==> src/rtl/decpri_seq_if.sv <==
// Code stream handshake into the sequential decoder: a 2-bit code with valid/ready.
interface decpri_seq_if;
    logic [1:0] code;
    logic       valid;
    logic       ready;

    modport master (output code, output valid, input ready);
    modport slave  (input code, input valid, output ready);
endinterface

==> src/rtl/decpri_seq.sv <==
// Buffered 2-to-4 decoder: queues incoming codes and plays each one as a
// one-hot word held for HOLD enabled cycles, back-to-back with no gap.
module decpri_seq #(
    parameter int HOLD  = 4,
    parameter int DEPTH = 4
) (
    input  logic          clock,
    input  logic          reset_n,
    input  logic          en,
    decpri_seq_if.slave   s,
    output logic [3:0]    y,
    output logic          busy
);
    localparam int AW = (DEPTH > 1) ? $clog2(DEPTH) : 1;

    typedef enum logic {IDLE, DRIVE} state_t;

    logic [1:0]    r_mem [DEPTH];
    logic [AW-1:0] r_wptr, r_rptr;
    logic [AW:0]   r_count;
    state_t        r_state, w_state_nx;
    logic [7:0]    r_cnt, w_cnt_nx;
    logic [3:0]    r_y, w_y_nx;
    logic          w_push, w_pop, w_has_data;
    logic [1:0]    w_head;

    // ready looks only at count, so a full FIFO stays closed even on a pop cycle
    assign s.ready    = (r_count != (AW+1)'(DEPTH));
    assign w_push     = s.valid && s.ready;
    assign w_has_data = (r_count != '0);
    assign w_head     = r_mem[r_rptr];

    always_ff @(posedge clock) begin
        if (w_push) r_mem[r_wptr] <= s.code;
    end

    always_ff @(posedge clock or negedge reset_n) begin
        if (!reset_n) begin
            r_wptr  <= '0;
            r_rptr  <= '0;
            r_count <= '0;
        end else begin
            if (w_push) r_wptr <= r_wptr + 1'b1;
            if (w_pop)  r_rptr <= r_rptr + 1'b1;
            case ({w_push, w_pop})
                2'b10:   r_count <= r_count + 1'b1;
                2'b01:   r_count <= r_count - 1'b1;
                default: r_count <= r_count;
            endcase
        end
    end

    always_ff @(posedge clock or negedge reset_n) begin
        if (!reset_n) begin
            r_state <= IDLE;
            r_cnt   <= '0;
            r_y     <= '0;
        end else begin
            r_state <= w_state_nx;
            r_cnt   <= w_cnt_nx;
            r_y     <= w_y_nx;
        end
    end

    always_comb begin
        w_state_nx = r_state;
        w_cnt_nx   = r_cnt;
        w_y_nx     = r_y;
        w_pop      = 1'b0;
        case (r_state)
            IDLE: begin
                w_y_nx = 4'b0000;
                if (en && w_has_data) begin
                    w_pop      = 1'b1;
                    w_y_nx     = 4'b0001 << w_head;
                    w_cnt_nx   = 8'(HOLD - 1);
                    w_state_nx = DRIVE;
                end
            end
            DRIVE: begin
                // en low freezes everything so playback resumes mid-word
                if (en) begin
                    if (r_cnt != 8'd0) begin
                        w_cnt_nx = r_cnt - 8'd1;
                    end else if (w_has_data) begin
                        w_pop    = 1'b1;
                        w_y_nx   = 4'b0001 << w_head;
                        w_cnt_nx = 8'(HOLD - 1);
                    end else begin
                        w_y_nx     = 4'b0000;
                        w_state_nx = IDLE;
                    end
                end
            end
            default: w_state_nx = IDLE;
        endcase
    end

    assign y    = en ? r_y : 4'b0000;
    assign busy = (r_state == DRIVE) || w_has_data;
endmodule

==> src/flat_wrapper.sv <==
// flat-port wrapper written by rule: the top's interface ports become plain ports
module decpri_seq_flat 
#(
    parameter int HOLD  = 4,
    parameter int DEPTH = 4
)
  (clock, reset_n, en, y, busy, s_code, s_valid, s_ready);
  decpri_seq_if s_i ();
  input  logic clock;
  input  logic reset_n;
  input  logic en;
  output logic [3:0] y;
  output logic busy;
  input wire logic [$bits(s_i.code)-1:0] s_code;
  input wire logic [$bits(s_i.valid)-1:0] s_valid;
  output wire logic [$bits(s_i.ready)-1:0] s_ready;
  assign s_i.code = s_code;
  assign s_i.valid = s_valid;
  assign s_ready = s_i.ready;
  decpri_seq #(.HOLD(HOLD), .DEPTH(DEPTH)) u_core (.clock(clock), .reset_n(reset_n), .en(en), .s(s_i), .y(y), .busy(busy));
endmodule
==> config.mk <==
export PLATFORM = sky130hd
export DESIGN_NAME = decpri_seq_flat
export DESIGN_NICKNAME = d
export VERILOG_FILES = /design/src/rtl/decpri_seq_if.sv /design/src/rtl/decpri_seq.sv /design/src/flat_wrapper.sv
export SDC_FILE = /design/constraint.sdc
export NUM_CORES = 1
export LEC_CHECK = 0
export CAP_MARGIN = 25
export CORE_MARGIN = 2
export CORE_UTILIZATION = 50
export CTS_CLUSTER_SIZE = 20
export DETAILED_ROUTE_END_ITERATION = 6
export PLACE_DENSITY = 0.73
export SYNTH_ARGS = -nofsm -noshare
export SYNTH_HDL_FRONTEND = slang
export SYNTH_SLANG_ARGS = --single-unit
export TNS_END_PERCENT = 1
==> constraint.sdc <==
create_clock -name clock -period 2.6 [get_ports clock]
set_input_delay 0.26 -clock clock [delete_from_list [all_inputs] [get_ports clock]]
set_output_delay 0.26 -clock clock [all_outputs]
set_load 0.05 [all_outputs]
==> results.md <==
* Hold_buf cts at 0
* GRT Resource Usage Total at 17.0%
* Comb power frac at 34.3%
* Multi-input logic area at 661 um^2
* Fin crit share at 96.0%
* Synthesized instance count at 119
* Max-slew violations at 0
* Post-route antenna net violation count at 0
* Vias in the first global route at 1012
* First-pass GRT wire length at 4320 um
* Initial Utilization at 52.6%
* Clk slew on worst S/H paths at 0.15 ns
* Router iterations before antenna repair at 3
* YS warnings at 0
* Die Height at 57.6 um
* Largest net degree at the start of global routing at 21
* Worst vdd ir at 0.553 mV
* Net Sw Frac at 33.6%
* Worst r2r dst: u_core.r_count[2]
* H-tree lvl count at 1
* Tmin final at 2.50 ns
* Initial DRC count at 34
* Commonest cells after routing, fill and taps aside: dfrtp_1, clkdlybuf4s50_1, inv_1
* Critical Path Sink Type: register
* Syn Nets at 133
* Clk sinks at 28
* Max-Cap Viols at 0
* Critical path type: register to register
* GPL Wtd Cong at 0.799
* Die W at 57.6 um
* CTS tree: built
* Clock tree buffer depth at 2
* Fillers at 214
* # IOs at 12
* Worst r2r src: u_core.r_cnt[2]
* Synthesized area per cell at 12.1 um^2
* Worst Max-Slew Pin Slew at 0.884 ns
* Hold Path Class: input port to async pin
* Pwr/cell area at 859 nW/um^2
* Setup_tns at 0 ns
* Share of total power in sequential cells at 46.5%
* Via count at 965
* GRT overflow at 0
* Synth cell types at 40
* R2R depth at 9
* Yosys reg bits at 28
* CP Launch Type: register
* Required @ worst endpoint at 2.86 ns
* Inserted Clock Buffers at 3
* CTS root buffer: clkbuf_4
* Die ar. at 3320 um^2
* DP HPWL at 1800 um
* Register area at 741 um^2
* Clock share of power at 19.2%
* Drc violations at 0
* Final Util at 62.3%
* Row cnt at 19
* DR WL/cell at 13.9 um
* ANT cells at 0
* Psw at 0.492 mW
* Reg-to-reg slack, setup at 0.10 ns
* Commonest non-fill, non-tap cell in the layout: dfrtp_1
* Synth Cell Area at 1440 um^2
* Max_slew headroom at 40.9%
* Initial antenna violation count at 0
* Clock Latency Late Sink at 0.32 ns
* Crit-path max FO at 6
* RSZ-0062 raised after global routing: false
* P_int at 0.973 mW
* Outcome: complete, no violations
* Dpl cell area at 1620 um^2
* Core area at 2730 um^2
* Fin. Hold Viols at 0
* P&R area growth vs syn at 18.5%
* Design area at 1700 um^2
* Total Wirelength at 2390 um
* Vias per cell at 5.64
* Sequential-to-total area share from yosys stat at 51.5%
* Max Freq at 400 MHz
* Final setup violation count at 0
* Leakage at 0.731 nW
* Setup ws final at 0.103 ns
* Layout cells sized above 1 at 20.7%
* DP Worst Slack at 0.0661 ns
* IO Port Bufs at 11
* NumNets Final at 155
* Critical path arrival at 2.76 ns
* Worst Skew at 0.00547 ns
-- final cells by class --
type	instances	area share, %
multi-input cells	78	38.8
clock inverters	1	1.76
inverters	11	2.42
well taps	31	2.28
repair buffers	19	9.99
clock buffers	3	1.32
flip-flops and latches	28	43.5
-- timing repair --
action / CTS / global route
gates resized for setup: 0 / 6
buffers inserted: 0 / 2
endpoints found under the setup margin: 0 / 1
-- critical path, cell delays in order (launching register included) --
cell     delay, ns
dfrtp_1       0.45
or4_4         0.61
o21ai_4       0.18
and2_4        0.17
ha_2          0.18
inv_1         0.05
fa_1          0.37
xor2_1        0.15
nor2_1        0.13
xor2_1        0.14
-- synthesized netlist by cell type (all sizes together) --
| cell | instances | area [um^2] |
|---|---|---|
| xnor2 | 2 | 17.5 |
| and2 | 6 | 37.5 |
| mux2i | 1 | 10.0 |
| nand3 | 2 | 10.0 |
| or2 | 1 | 6.26 |
| nor2b | 1 | 6.26 |
| o22ai | 3 | 18.8 |
| o31ai | 1 | 7.51 |
| buf | 1 | 11.3 |
| a21o | 2 | 15.0 |
| xor2 | 4 | 42.6 |
| mux4 | 2 | 45.0 |
| clkbuf | 1 | 3.75 |
| nor2 | 2 | 7.51 |
| nand2 | 6 | 22.5 |
| and3 | 5 | 31.3 |
| a31oi | 2 | 12.5 |
| a32o | 4 | 40.0 |
| o21bai | 1 | 11.3 |
| o41a | 1 | 11.3 |
| o22a | 1 | 8.76 |
| a21oi | 1 | 5.00 |
| fa | 1 | 20.0 |
| or3b | 2 | 17.5 |
| o31a | 1 | 8.76 |
| ha | 7 | 87.6 |
| o21ai | 6 | 41.3 |
| nor3 | 6 | 35.0 |
| o2bb2ai | 1 | 8.76 |
| edfxtp | 8 | 240 |
| nor3b | 1 | 7.51 |
| inv | 11 | 41.3 |
| mux2 | 1 | 11.3 |
| dfrtp | 20 | 500 |
| or4 | 3 | 26.3 |
| o21ba | 1 | 10.0 |
-- flip-flops by register name, indices dropped and copies added (netlist names) --
register and cells:
u_core.r_state 1, u_core.r_mem 8, u_core.r_wptr 2, u_core.r_count 3, u_core.r_y 4, u_core.r_rptr 2, u_core.r_cnt 8
-- kinds of logic (layout without fill, tap and decap cells) --
group / after synthesis / after routing / synth area share, %
xor gates and xnor gates: 6 / 6 / 4.18
adders and majority gates: 8 / 8 / 7.48
buffers and inverters: 13 / 34 / 3.92
muxes: 4 / 4 / 4.61
DFF: 28 / 28 / 51.5
and+or+nand+nor: 35 / 35 / 14.4
AOI/OAI and AO/OA: 25 / 25 / 13.8
-- worst max path at each step --
stage	startpoint	endpoint	slack, ns	depth (start not counted)
2_1_floorplan	u_core.r_cnt[0]	u_core.r_count[2]	0.07	12
4_1_cts	u_core.r_cnt[2]	u_core.r_count[2]	0.04	9
6_report	u_core.r_cnt[2]	u_core.r_count[2]	0.10	9
5_1_grt	u_core.r_cnt[1]	u_core.r_count[2]	0.01	11
3_3_place_gp	u_core.r_cnt[2]	u_core.r_count[2]	0.14	9
3_5_place_dp	u_core.r_cnt[2]	u_core.r_count[2]	0.07	9
-- layer usage --
layer	global-route usage (%)	vias up	wire length (um)
li1	-	477	-
met1	23.2	473	1150
met2	26.9	11	1150
met3	2.01	4	53
met4	8.64	0	31
met5	0	-	0
-- power groups by stage --
stage | Sequential (mW) | Combinational [mW] | Clock [mW]
after floorplan | 0.678 | 0.347 | 0
after global placement | 0.683 | 0.480 | 0
after detailed placement | 0.688 | 0.492 | 0
after CTS | 0.678 | 0.497 | 0.290
after global routing | 0.699 | 0.574 | 0.306
final | 0.681 | 0.502 | 0.281
-- through the flow --
stage	instances	hold WS [ns]	power (mW)
after floorplan	119	-0.0356	1.03
after global placement	165	0.474	1.16
after detailed placement	165	0.478	1.18
after CTS	169	0.435	1.47
after global routing	171	0.484	1.58
final	171	0.414	1.46
(Power assumes the default switching activity.)
==> variant, RTL diff (config.mk and constraints unchanged) <==
Make the reset (`reset_n`) synchronous in 2 clocked blocks.
--- a/src/rtl/decpri_seq.sv
+++ b/src/rtl/decpri_seq.sv
@@ -35,5 +35,5 @@
     end
 
-    always_ff @(posedge clock or negedge reset_n) begin
+    always_ff @(posedge clock) begin
         if (!reset_n) begin
             r_wptr  <= '0;
@@ -51,5 +51,5 @@
     end
 
-    always_ff @(posedge clock or negedge reset_n) begin
+    always_ff @(posedge clock) begin
         if (!reset_n) begin
             r_state <= IDLE;
Formal check against the unedited RTL: differs if reset_n is asserted again (counterexample within 4 cycles, from zero or initial values and one cycle with reset_n low); with reset_n held inactive, the same outputs for 10 cycles.
==> variant against the unedited design <==
Sequential cell count is 2 higher. Cell area is 3.2% higher. Cell count grew 17%. Worst setup slack improved by 0.061 ns. Via count increased by 26%. Hold slack gained 0.051 ns. Critical path depth unchanged. Synthesized area grew 5.3%. Routed wire length rose by 23%. Critical path type unchanged. Critical endpoint is now u_core.r_count[2].
Power is not compared: it rests on default switching activity, and its combinational part moved more than twofold at a synthesized area within 25%.
==> variant: results (changes against the unedited design) <==
vias per inst 6.07 (+7.5%); DPL Wire Length 2190 µm (+22%); Synth Area in Compound Gates 0.188 (+0.0492); xor/xnor share of the synthesized area 0.0174 (-0.0244); Adder-Cell Fraction of Synth Area 0.0711 (-0.00377); pre-CTS WS 0.0708 ns (+0.00472 ns); non-filler cells, final 200 (+17%); share of cells above drive strength 1 0.136 (-0.0710); CTS clk-pin slew, worst paths 0.08 ns (-0.07 ns); slowest stage delay, CP 0.46 ns (-0.15 ns); syn nets 164 (+23%); Slew headroom 0.648 (+0.239); first-pass GRT wire length 5030 µm (+16%); synth top area cells dfxtp_1 29%, edfxtp_1 16%, ha_1 5.8%; vias in the first global route 1174 (+16%); pin count of the biggest net entering global routing 14 (-33%); H-tree depth 2 (+1); Setup crit start u_core.r_count[0]; GP Congestion 0.881 (+10%); post-synthesis area per instance 10.1 µm² (-16%); final net count 182 (+17%); WP data arrival 2.69 ns (-0.07 ns); post-synthesis mux area share 0.0430 (-0.00315); Worst path slowest cell or3b_1; final clock skew 0.00641 ns (+0.000935 ns); final wirelength 2940 µm (+23%); status completed; Placed Cells 192 (+16%); commonest cells in the synthesized netlist 22 x dfxtp_1, 15 x inv_1, 11 x a21oi_1
variant: worst paths after layout:
path,end,slack (ns),depth (start not counted)
max,u_core.r_count[2],0.16,9
min,u_core.r_y[1],0.46,1
max reg2reg,u_core.r_count[2],0.16,9
min reg2reg,u_core.r_y[1],0.46,1
variant: area by class of cell:
type	instances	area (µm²)
timing repair buffer	16	148
fill	241	1050
clock buffer	8	58.8
tap	31	38.8
inverter	15	56.3
sequential	30	681
multi-input combinational	100	776
variant: metal layers:
metal,up-vias,part of all wire,global-route usage
met5,-,0,0
met4,0,0.024,0.0974
met3,11,0.058,0.0852
met2,35,0.48,0.311
met1,575,0.44,0.223
li1,592,-,-
variant: report_power, final:
part	switching, µW	internal (µW)
clock	146	133
combinational	628	482
sequential	139	606
variant: cells by family (layout without fill, tap and decap cells):
family          count (synthesis)  count (layout)
mux                             4               4
fa+ha+maj                       8               8
flops                          30              30
compound gates                 39              39
simple gates                   46              46
buf+inv                        20              39
xor+xnor                        3               3
